$ cat src/rtl/sw_debounce_capture_if.sv
// Switch/key debounce bundle: raw levels and clear strobes in, debounced level,
// edge pulses and sticky rise capture out.
interface sw_debounce_capture_if;
    logic [3:0] RAW;
    logic [3:0] CLR;
    logic [3:0] DOUT;
    logic [3:0] RISE;
    logic [3:0] FALL;
    logic [3:0] EDGE;

    modport master (
        output RAW,
        output CLR,
        input  DOUT,
        input  RISE,
        input  FALL,
        input  EDGE
    );

    modport slave (
        input  RAW,
        input  CLR,
        output DOUT,
        output RISE,
        output FALL,
        output EDGE
    );
endinterface

$ cat src/rtl/sw_debounce_capture.sv
// Four independent switch/key debouncers: two-flop synchroniser, stable-count
// qualification, registered rise/fall pulses and a sticky, clearable rise capture.
module sw_debounce_capture #(
    parameter int DEBOUNCE_CYCLES = 500000,
    parameter int ACTIVE_LOW      = 0
) (
    input  logic                  CLK,
    input  logic                  RST,
    sw_debounce_capture_if.slave  bus
);

    localparam int              CNT_W    = (DEBOUNCE_CYCLES > 1) ? $clog2(DEBOUNCE_CYCLES) : 1;
    localparam logic [CNT_W-1:0] CNT_LAST = CNT_W'(DEBOUNCE_CYCLES - 1);
    localparam bit              INV      = (ACTIVE_LOW != 0);
    // Released-key level for the synchroniser, so inversion yields 0 out of reset.
    localparam logic [3:0]      SYNC_RST = INV ? 4'b1111 : 4'b0000;

    logic [3:0]       s1_q, s1_d;
    logic [3:0]       s2_q, s2_d;
    logic [3:0]       synced;
    logic [CNT_W-1:0] cnt_q [4];
    logic [CNT_W-1:0] cnt_d [4];
    logic [3:0]       stable_q, stable_d;
    logic [3:0]       rise_q, rise_d;
    logic [3:0]       fall_q, fall_d;
    logic [3:0]       edge_q, edge_d;

    assign synced = INV ? ~s2_q : s2_q;

    always_comb begin
        s1_d     = bus.RAW;
        s2_d     = s1_q;
        stable_d = stable_q;
        rise_d   = 4'b0000;
        fall_d   = 4'b0000;
        for (int i = 0; i < 4; i++) begin
            cnt_d[i] = '0;
            // A differing sample extends the streak; any matching sample restarts it.
            if (synced[i] != stable_q[i]) begin
                if (cnt_q[i] == CNT_LAST) begin
                    stable_d[i] = synced[i];
                    rise_d[i]   = synced[i];
                    fall_d[i]   = ~synced[i];
                end else begin
                    cnt_d[i] = cnt_q[i] + CNT_W'(1);
                end
            end
        end
        // Set from the previous cycle's RISE takes priority over a concurrent clear.
        edge_d = (edge_q & ~bus.CLR) | rise_q;
    end

    always_ff @(posedge CLK or posedge RST) begin
        if (RST) begin
            s1_q     <= SYNC_RST;
            s2_q     <= SYNC_RST;
            stable_q <= 4'b0000;
            rise_q   <= 4'b0000;
            fall_q   <= 4'b0000;
            edge_q   <= 4'b0000;
            for (int i = 0; i < 4; i++) begin
                cnt_q[i] <= '0;
            end
        end else begin
            s1_q     <= s1_d;
            s2_q     <= s2_d;
            stable_q <= stable_d;
            rise_q   <= rise_d;
            fall_q   <= fall_d;
            edge_q   <= edge_d;
            for (int i = 0; i < 4; i++) begin
                cnt_q[i] <= cnt_d[i];
            end
        end
    end

    assign bus.DOUT = stable_q;
    assign bus.RISE = rise_q;
    assign bus.FALL = fall_q;
    assign bus.EDGE = edge_q;

endmodule

$ cat src/flat_wrapper.sv
// flat-port wrapper written by rule: the top's interface ports become plain ports
module sw_debounce_capture_flat 
#(
    parameter int DEBOUNCE_CYCLES = 500000,
    parameter int ACTIVE_LOW      = 0
)
  (CLK, RST, bus_RAW, bus_CLR, bus_DOUT, bus_RISE, bus_FALL, bus_EDGE);
  sw_debounce_capture_if bus_i ();
  input  logic CLK;
  input  logic RST;
  input wire logic [$bits(bus_i.RAW)-1:0] bus_RAW;
  input wire logic [$bits(bus_i.CLR)-1:0] bus_CLR;
  output wire logic [$bits(bus_i.DOUT)-1:0] bus_DOUT;
  output wire logic [$bits(bus_i.RISE)-1:0] bus_RISE;
  output wire logic [$bits(bus_i.FALL)-1:0] bus_FALL;
  output wire logic [$bits(bus_i.EDGE)-1:0] bus_EDGE;
  assign bus_i.RAW = bus_RAW;
  assign bus_i.CLR = bus_CLR;
  assign bus_DOUT = bus_i.DOUT;
  assign bus_RISE = bus_i.RISE;
  assign bus_FALL = bus_i.FALL;
  assign bus_EDGE = bus_i.EDGE;
  sw_debounce_capture #(.DEBOUNCE_CYCLES(DEBOUNCE_CYCLES), .ACTIVE_LOW(ACTIVE_LOW)) u_core (.CLK(CLK), .RST(RST), .bus(bus_i));
endmodule
$ cat config.mk
export PLATFORM = sky130hd
export DESIGN_NAME = sw_debounce_capture_flat
export DESIGN_NICKNAME = d
export VERILOG_FILES = /design/src/rtl/sw_debounce_capture_if.sv /design/src/rtl/sw_debounce_capture.sv /design/src/flat_wrapper.sv
export SDC_FILE = /design/constraint.sdc
export NUM_CORES = 1
export LEC_CHECK = 0
export CAP_MARGIN = 20
export CORE_UTILIZATION = 50
export DETAILED_ROUTE_END_ITERATION = 8
export PLACE_DENSITY = 0.79
export SYNTH_ARGS = -nofsm -noshare
export SYNTH_HDL_FRONTEND = slang
export SYNTH_SLANG_ARGS = --single-unit
$ cat constraint.sdc
create_clock -name CLK -period 3.24 [get_ports CLK]
set_input_delay 0.324 -clock CLK [delete_from_list [all_inputs] [get_ports CLK]]
set_output_delay 0.324 -clock CLK [all_outputs]
set_load 0.005 [all_outputs]
==> impl_metrics.csv <==
group,metric,value,unit
status,status,"completed",
floorplan,die_x,98.16,µm
clock_network,clk_latency,0.35,ns
timing,period_share,63.39,%
grt,grt_pass1_vias,3383,
timing,relSlewSlack,54.25,%
yosys,async_flop_share,100.0,%
cells_and_area,fin_util,58.74,%
yosys,syn-num-nets,459,
setup_path,r2r_slack,1.19,ns
clock_network,cts_buffer_depth,2,
grt,gr-usage-all-layers,19.31,%
cells_and_area,syn2layout_area_growth,12.42,%
floorplan,die_area,9635,µm²
floorplan,rows,34,
setup_path,critical_path_buf_inv_count,1,
routing,avgRoutedWirePerCell,14.29,µm
placed_design,dp_hpwl,5706,µm
setup_path,critPathTopFamily,"compound AO/OA/AOI/OAI gates",
power_and_ir_drop,power_density,414.4,nW/µm²
cells_and_area,drive_gt1_share,5.672,%
clock_network,ctsResizeCount,0,
power_and_ir_drop,ir_drop,233.0,µV
setup_path,path_cells,"ha_1 -> nand4_1 -> o31ai_2 -> buf_4 -> a21oi_1",
timing,worst_slack,1.186,ns
yosys,ys_seq_area_share,54.13,%
timing,drv_slew,0,
power_and_ir_drop,p_leak,0.002135,µW
floorplan,die_h,98.16,µm
timing,setup_violations,0,
cells_and_area,num_antenna_cells,0,
timing,rsz0062_at_grt,"no",
yosys,ys_warn_count,0,
routing,drt_iter0_markers,183,
timing,hold_violations,0,
timing,fmax,0.4869,GHz
clock_network,h-tree-depth,3,
placed_design,post_dp_cell_area,4996,µm²
yosys,synth.avg_cell_area,10.39,µm²
setup_path,cp_max_fo,9,
clock_network,cts_tree,"yes",
grt,grt_pass1_wl,15090,µm
timing,tns,0,ns
grt,grt_start_max_net_pins,59,
timing,min_period,2.054,ns
floorplan,core_area,8848,µm²
clock_network,cts_root_buf,"clkbuf_8",
routing,drc,0,
timing,worst_pin_slew,0.6862,ns
routing,drt_pass1_iterations,6,
hold_path,hold_depth,0,
routing,via_count,3371,
setup_path,slowest_delay,0.63,ns
routing,totalWireLength,8344,µm
setup_path,worstReg2RegStart,"u_core.cnt_q[38]$_DFF_PP0_",
yosys,syn_area,4623,µm²
setup_path,arrival,2.27,ns
yosys,synth_ff_type,"dfrtp_1",
yosys,yosysUniqueCellTypes,42,
clock_network,cts_hold_buf,0,
clock_network,cts_num_sinks,100,
placed_design,pre_cts_slack,1.200,ns
clock_network,numCtsBuffers,9,
hold_path,hold_path_end,"u_core.s2_q[3]$_DFF_PP0_",
placed_design,place_inst,569,
hold_path,hp-class,"register to register",
routing,viasPerCell,5.772,
hold_path,hold_start,"u_core.s1_q[3]$_DFF_PP0_",
floorplan,initial_utilization,52.25,%
setup_path,cp_slowest_cell,"o31ai_2",
cells_and_area,final_cells,584,
yosys,synth-edff-count,0,
yosys,ys_ff_latch,100,
floorplan,ios,26,
routing,ant_nets,0,
setup_path,path_class,"register to register",
placed_design,port_buffers,25,
timing,fin_skew,0.01057,ns
setup_path,cp-end-kind,"register",
cells_and_area,fin_area,5197,µm²
setup_path,r2r_end,"u_core.cnt_q[56]$_DFF_PP0_",
cells_and_area,nNetsFinal,486,
setup_path,start_kind,"register",
clock_network,post-cts-setup-buffers,0,
setup_path,cp.required,3.46,ns
grt,globalRouteOverflowTotal,0,
clock_network,clk_pin_slew,0.09,ns
setup_path,worstRegToRegCells,5,
grt,antenna_found_initial,0,
placed_design,place_congestion,0.8219,
run,drv_cap,0,
yosys,synthCells,445,
worst reg2reg max path, cell delays in order (launching register included):
cell,delay (ns)
dfrtp_1,0.39
ha_1,0.23
nand4_1,0.33
o31ai_2,0.63
buf_4,0.28
a21oi_1,0.06
cell type report:
cell class	count	area (µm²)
fill	743	3651
sequential	100	2502
tap	108	135.1
clock inverter	3	46.29
timing repair buffer	29	292.8
clock buffer	12	155.1
inverter	12	47.55
multi-input combinational	320	2018
state kept, by name, indices dropped and copies added, names as in the netlist:
name,flops
u_core.bus.DOUT,4
u_core.bus.EDGE,4
u_core.bus.FALL,4
u_core.bus.RISE,4
u_core.cnt_q,76
u_core.s1_q,4
u_core.s2_q,4
cells by family (layout without fill, tap and decap cells):
family / after synthesis / in the layout / synth area share, %
multiplexers: 4 / 4 / 0.9742
flip-flops: 100 / 100 / 54.13
buffers and inverters: 25 / 56 / 2.219
AO/OA/AOI/OAI: 48 / 48 / 6.252
adder cells (fa/ha/maj): 4 / 4 / 1.083
AND/OR/NAND/NOR: 212 / 212 / 25.49
XOR/XNOR: 52 / 52 / 9.851
synthesized netlist by cell type (9+ instances only):
| master | number | area, µm² |
|---|---|---|
| a21oi_1 | 20 | 100.1 |
| xor2_1 | 26 | 227.7 |
| o21ai_0 | 10 | 50.05 |
| dfrtp_1 | 100 | 2502 |
| nor3b_1 | 9 | 67.56 |
| or3_1 | 11 | 68.82 |
| nor2_1 | 56 | 210.2 |
| or4_1 | 9 | 67.56 |
| nor4_1 | 9 | 56.30 |
| nand4_1 | 27 | 168.9 |
| inv_1 | 12 | 45.04 |
| nand2_1 | 22 | 82.58 |
| xnor2_1 | 26 | 227.7 |
| clkbuf_1 | 11 | 41.29 |
| nand3_1 | 25 | 125.1 |
power by group:
part | total [µW] | switching [µW] | internal (µW)
combinational | 80.0 | 50.9 | 29.1
clock | 794 | 396 | 397
sequential | 1280 | 16.6 | 1260
total | 2150 | 464 | 1690
placed cells by master, fill, tap and decap left out, types with 7 or more instances in the layout:
cell type,instances
dfrtp_1,100
nor2_1,56
nand4_1,27
xor2_1,26
xnor2_1,26
nand3_1,25
clkdlybuf4s50_1,25
nand2_1,22
a21oi_1,20
inv_1,11
or3_1,11
clkbuf_8,11
o21ai_0,10
or4_1,9
nor3b_1,9
nor4_1,9
and4_1,8
and3_1,8
o31ai_1,8
nor3_1,7
metal layers:
layer | global-route usage (%) | part of all wire (%) | vias to the layer above
met5 | 0 | 0 | -
met4 | 6.200 | 0.60 | 0
met3 | 4.796 | 3.9 | 2
met2 | 32.29 | 49 | 67
met1 | 24.79 | 46 | 1663
li1 | - | - | 1639
worst max path at each step:
| stage | end | slack (ns) | depth (start not counted) | startpoint |
|---|---|---|---|---|
| 2_1_floorplan | u_core.bus.DOUT[0]$_DFFE_PP0P_ | 0.30 | 1 | RST |
| 6_report | u_core.cnt_q[56]$_DFF_PP0_ | 1.19 | 5 | u_core.cnt_q[38]$_DFF_PP0_ |
| 4_1_cts | u_core.cnt_q[56]$_DFF_PP0_ | 1.16 | 5 | u_core.cnt_q[38]$_DFF_PP0_ |
| 5_1_grt | u_core.cnt_q[56]$_DFF_PP0_ | 1.01 | 5 | u_core.cnt_q[38]$_DFF_PP0_ |
| 3_5_place_dp | u_core.cnt_q[56]$_DFF_PP0_ | 1.20 | 5 | u_core.cnt_q[38]$_DFF_PP0_ |
| 3_3_place_gp | u_core.cnt_q[56]$_DFF_PP0_ | 1.28 | 5 | u_core.cnt_q[38]$_DFF_PP0_ |
stage by stage:
step | hold WS (ns) | power [µW]
finish | 0.3582 | 2154
global route | 0.3701 | 2254
CTS | 0.3628 | 2182
detailed placement | 0.3389 | 1388
global placement | 0.3338 | 1385
floorplan | 0.3312 | 1352
Note: power is estimated with default switching activity, not from simulation.
==> edit 1, RTL diff (same flow settings) <==
`DEBOUNCE_CYCLES` is set to 500000 in 2 places; all go to 2000000.
--- a/src/rtl/sw_debounce_capture.sv
+++ b/src/rtl/sw_debounce_capture.sv
@@ -1,7 +1,7 @@
 // Four independent switch/key debouncers: two-flop synchroniser, stable-count
 // qualification, registered rise/fall pulses and a sticky, clearable rise capture.
 module sw_debounce_capture #(
-    parameter int DEBOUNCE_CYCLES = 500000,
+    parameter int DEBOUNCE_CYCLES = 2000000,
     parameter int ACTIVE_LOW      = 0
 ) (
     input  logic                  CLK,
--- a/src/flat_wrapper.sv
+++ b/src/flat_wrapper.sv
@@ -1,7 +1,7 @@
 // flat-port wrapper written by rule: the top's interface ports become plain ports
 module sw_debounce_capture_flat 
 #(
-    parameter int DEBOUNCE_CYCLES = 500000,
+    parameter int DEBOUNCE_CYCLES = 2000000,
     parameter int ACTIVE_LOW      = 0
 )
   (CLK, RST, bus_RAW, bus_CLR, bus_DOUT, bus_RISE, bus_FALL, bus_EDGE);
Formal check against the unedited RTL: no difference found for any inputs over 10 cycles, from zero or initial values and one cycle with RST high; that may be too few to reach the edited logic, so the function may still have changed.
==> edit 1 against the original RTL <==
Routed wire length is 8.4% higher. Hold slack lost 0.0081 ns. Non-clock buffer count unchanged. Critical path type unchanged. Cell area grew 8.5%. Setup slack got worse by 0.25 ns. Power grew 6.0%. Area after synthesis is 9.0% higher. Highest routed layer unchanged. Sequential cell count is 8 higher.
==> edit 1: results (changes against the original RTL) <==
.. list-table::
   :header-rows: 1

   * - Metric
     - Value
   * - Outcome
     - complete, no violations
   * - Startpoint of the tightest hold check path
     - u_core.s1_q[2]
   * - Count of unique library cells instantiated by Yosys
     - 44 (+4.8%)
   * - Met1 usage in global routing
     - 24.3% (-0.45 points)
   * - Critical Path Max Stage Delay
     - 0.92 ns (+0.29 ns)
   * - Layout clock area frac
     - 3.53% (-0.35 points)
   * - Standard cell area after detailed placement
     - 5440 sq um (+8.9%)
   * - DR WL met3
     - 262 microns (-20%)
   * - Global-route usage over all layers
     - 19.3% (-0.023 points)
   * - Post-Layout Cell Count
     - 656 (+12%)
   * - Sequential cell area share
     - 47.9% (-0.21 points)
   * - Final GP Congestion
     - 0.803 (-2.3%)
   * - Arrival time of the worst setup path
     - 2.51 ns (+0.24 ns)
   * - Initial drt markers
     - 124 (-32%)
   * - Post-route cell area
     - 5640 sq um (+8.5%)
   * - Global-route met2 utilization
     - 33.3% (+1.0 points)
   * - Leakage power
     - 2.29 nW (+7.3%)
   * - HPWL after detailed placement
     - 6260 microns (+9.6%)
   * - Net count after synthesis
     - 503 (+9.6%)
   * - #MultiIn Comb
     - 358 (+12%)
   * - Layout cells sized above 1
     - 7.07% (+1.4 points)
   * - Global-route wire length before repair
     - 15900 microns (+5.7%)
   * - Synthesized flop and latch total
     - 108 (+8.0%)
   * - Vias in the first global route
     - 3595 (+6.3%)
   * - Worst path slowest cell
     - sky130_fd_sc_hd__o41ai_4
   * - Nets@finish
     - 532 (+9.5%)
   * - Fraction of area in multi-input gates
     - 39.8% (+0.94 points)
[edit 1: cells by family after synthesis]
kind of cell | Yosys count | synth area share, %
xor+xnor | 54 | 9.38
fa+ha+maj | 4 | 0.993
mux | 4 | 0.968
simple gates | 234 | 25.5
flops | 108 | 53.6
buf+inv | 23 | 1.89
compound gates | 62 | 7.65
[edit 1: power breakdown]
part           internal [mW]  leakage (nW)  total [mW]  switching [mW]
clock network          0.377         0.102       0.816           0.439
registers               1.36          1.48        1.38          0.0187
logic                 0.0297         0.707      0.0841          0.0543
[edit 1: final timing paths]
path                       depth (start not counted)  slack (ns)                to
setup / recovery                                   4        0.94  u_core.cnt_q[29]
hold / removal                                     0        0.35    u_core.s2_q[2]
setup reg to reg                                   4        0.94  u_core.cnt_q[29]
hold reg to reg                                    0        0.35    u_core.s2_q[2]
max in group asynchronous                          3        2.01  u_core.cnt_q[57]
min in group asynchronous                          2        0.40  u_core.cnt_q[58]
==> edit 2, RTL diff (config.mk and constraints unchanged) <==
Made on the original files. Reset style: synchronous (`RST`), changed in one clocked block.
--- a/src/rtl/sw_debounce_capture.sv
+++ b/src/rtl/sw_debounce_capture.sv
@@ -50,7 +50,7 @@
         edge_d = (edge_q & ~bus.CLR) | rise_q;
     end
 
-    always_ff @(posedge CLK or posedge RST) begin
+    always_ff @(posedge CLK) begin
         if (RST) begin
             s1_q     <= SYNC_RST;
             s2_q     <= SYNC_RST;
Check against the original RTL: same outputs for any inputs over 10 cycles, from zero or initial values and one cycle with RST high; that may be too few to reach the edited logic, so the function may still have changed.
==> edit 2 against the original RTL <==
Area after synthesis fell by 6.8%. Setup slack improved by 0.0030 ns. Largest cell class is now multi-input gates. Critical path type unchanged. Cell area fell by 7.3%. Count of clock-buffer cells in the layout fell by 3. Routed wire length fell by 0.92%. Sequential cell count did not move. Highest routed layer unchanged. Critical endpoint is now u_core.cnt_q[1][6].
Power is not compared: it rests on default switching activity, and its combinational part moved more than twofold at a synthesized area within 25%.
==> edit 2: results (changes against the original RTL) <==
.. list-table::
   :header-rows: 1

   * - Metric
     - Value
   * - Outcome
     - complete, no violations
   * - Worst path slowest cell
     - sky130_fd_sc_hd__o21ai_1
   * - Maximum fanout count along the critical path
     - 16 (+7)
   * - Final Routed Wirelength
     - 8270 microns (-0.92%)
   * - Clock latency on the worst-skew pair
     - 0.37 ns (+0.02 ns)
   * - Global-route wire length before repair
     - 14200 microns (-5.9%)
   * - Nets@finish
     - 527 (+8.4%)
   * - Leakage power
     - 1.38 nW
   * - Reg clk slew, reported paths
     - 0.10 ns
   * - Resized cells post-CTS
     - 0 (unchanged)
   * - Setup WS pre-CTS
     - 1.17 ns (-0.0277 ns)
   * - First-pass DRT Iterations
     - 5 (-1)
   * - Count of unique library cells instantiated by Yosys
     - 43 (+2.4%)
   * - Number of vias after detailed routing
     - 3505 (+4.0%)
   * - Net count after synthesis
     - 503 (+9.6%)
   * - HPWL after detailed placement
     - 5940 microns (+4.1%)
   * - Vias in the first global route
     - 3256 (-3.8%)
   * - Portion of the post-synthesis area used by sequential elements
     - 46.5% (-7.6 points)
   * - Max Buffers Root-to-Sink
     - 2 (unchanged)
   * - Initial drt markers
     - 101 (-45%)
   * - Met1 Routed Length
     - 3820 microns (-0.65%)
   * - Number of antenna violations at the first check in global routing
     - 0 (unchanged)
   * - Sum of met2 wire segment lengths after detailed routing
     - 3990 microns (-3.3%)
   * - Gate count after technology mapping
     - 489 (+9.9%)
   * - Top cells by instance count after synthesis
     - sky130_fd_sc_hd__dfxtp_1 (100), sky130_fd_sc_hd__nor2_1 (82), sky130_fd_sc_hd__xnor2_1 (48)
   * - Total of warnings raised by yosys
     - 0 (unchanged)
   * - Root Driver
     - sky130_fd_sc_hd__clkbuf_8
   * - Layout cells sized above 1
     - 5.98% (+0.31 points)
   * - Max H-tree Level
     - 3 (unchanged)
   * - Final GP Congestion
     - 0.891 (+8.5%)
   * - Wire per inst
     - 13.3 microns (-7.1%)
   * - Largest net degree at the start of global routing
     - 19 (-68%)
   * - PortBufs
     - 25 (unchanged)
   * - DR WL met3
     - 332 microns (+1.2%)
   * - Global-route usage over all layers
     - 19.9% (+0.61 points)
   * - Antenna Diode Count
     - 0 (unchanged)
   * - Number of flip-flops under the largest register name
     - 76 (unchanged)
   * - Number of buffers created by CTS
     - 9 (unchanged)
   * - Final clock skew
     - 0.0140 ns (+0.00344 ns)
   * - Placed cell count
     - 607 (+6.7%)
   * - Async SR Flop Fraction
     - 0% (-100 points)
   * - Least-Margin Pin Slew
     - 1.01 ns (+0.328 ns)
   * - Standard cell area after detailed placement
     - 4640 sq um (-7.2%)
   * - Worst path top cell family by delay
     - compound AO/OA/AOI/OAI gates
   * - Critical Path Max Stage Delay
     - 0.86 ns (+0.23 ns)
   * - DR top layer
     - met4
   * - Top cells by area in the synthesized netlist
     - sky130_fd_sc_hd__dfxtp_1 (46%), sky130_fd_sc_hd__xnor2_1 (9.8%), sky130_fd_sc_hd__nor2_1 (7.1%)
edit 2: changes by cell type after synthesis, sizes merged, moves of 7 or more:
cell | before | now
dfrtp | 100 | 0
dfxtp | 0 | 100
inv | 12 | 21
nor2 | 56 | 82
nor2b | 1 | 8
nor3 | 7 | 16
nor4 | 9 | 27
xnor2 | 26 | 48
xor2 | 26 | 10
edit 2: metal layers:
metal	global-route usage [%]	up-vias
met5	0	-
met2	34.4	76
met4	7.83	0
met1	24.4	1646
met3	3.78	12
li1	-	1771
edit 2: cells by family (layout without fill, tap and decap cells):
family / Yosys count / after routing / share of synthesized area, %
multiplexers: 3 / 3 / 0.697
adder cells (fa/ha/maj): 4 / 4 / 1.16
AND/OR/NAND/NOR: 254 / 254 / 31.7
buffers and inverters: 35 / 64 / 3.40
XOR/XNOR: 58 / 58 / 11.8
flip-flops: 100 / 100 / 46.5
AO/OA/AOI/OAI: 35 / 35 / 4.79
edit 2: path summary, 6_finish.rpt:
check                            end                from  slack (ns)  cells past startpoint
setup / recovery  u_core.cnt_q[1][6]  u_core.cnt_q[1][0]        1.19                      4
hold / removal        u_core.s2_q[1]      u_core.s1_q[1]        0.45                      1
setup reg to reg  u_core.cnt_q[1][6]  u_core.cnt_q[1][0]        1.19                      4
hold reg to reg       u_core.s2_q[1]      u_core.s1_q[1]        0.45                      1
edit 2: power by group:
part	switching, mW	internal (mW)	leakage [nW]
registers	0.00407	1.23	0.807
logic	0.0184	0.0176	0.492
clock network	0.447	0.287	0.0789
edit 2: final cells by class:
class                           instances  area (sq um)
Multi-Input combinational cell        354          2160
Sequential cell                       100          2000
Inverter                               21          78.8
Timing Repair Buffer                   27           265
Tap cell                              105           131
Clock buffer                            9           124
Clock inverter                          7          56.3
Fill cell                             763          3440
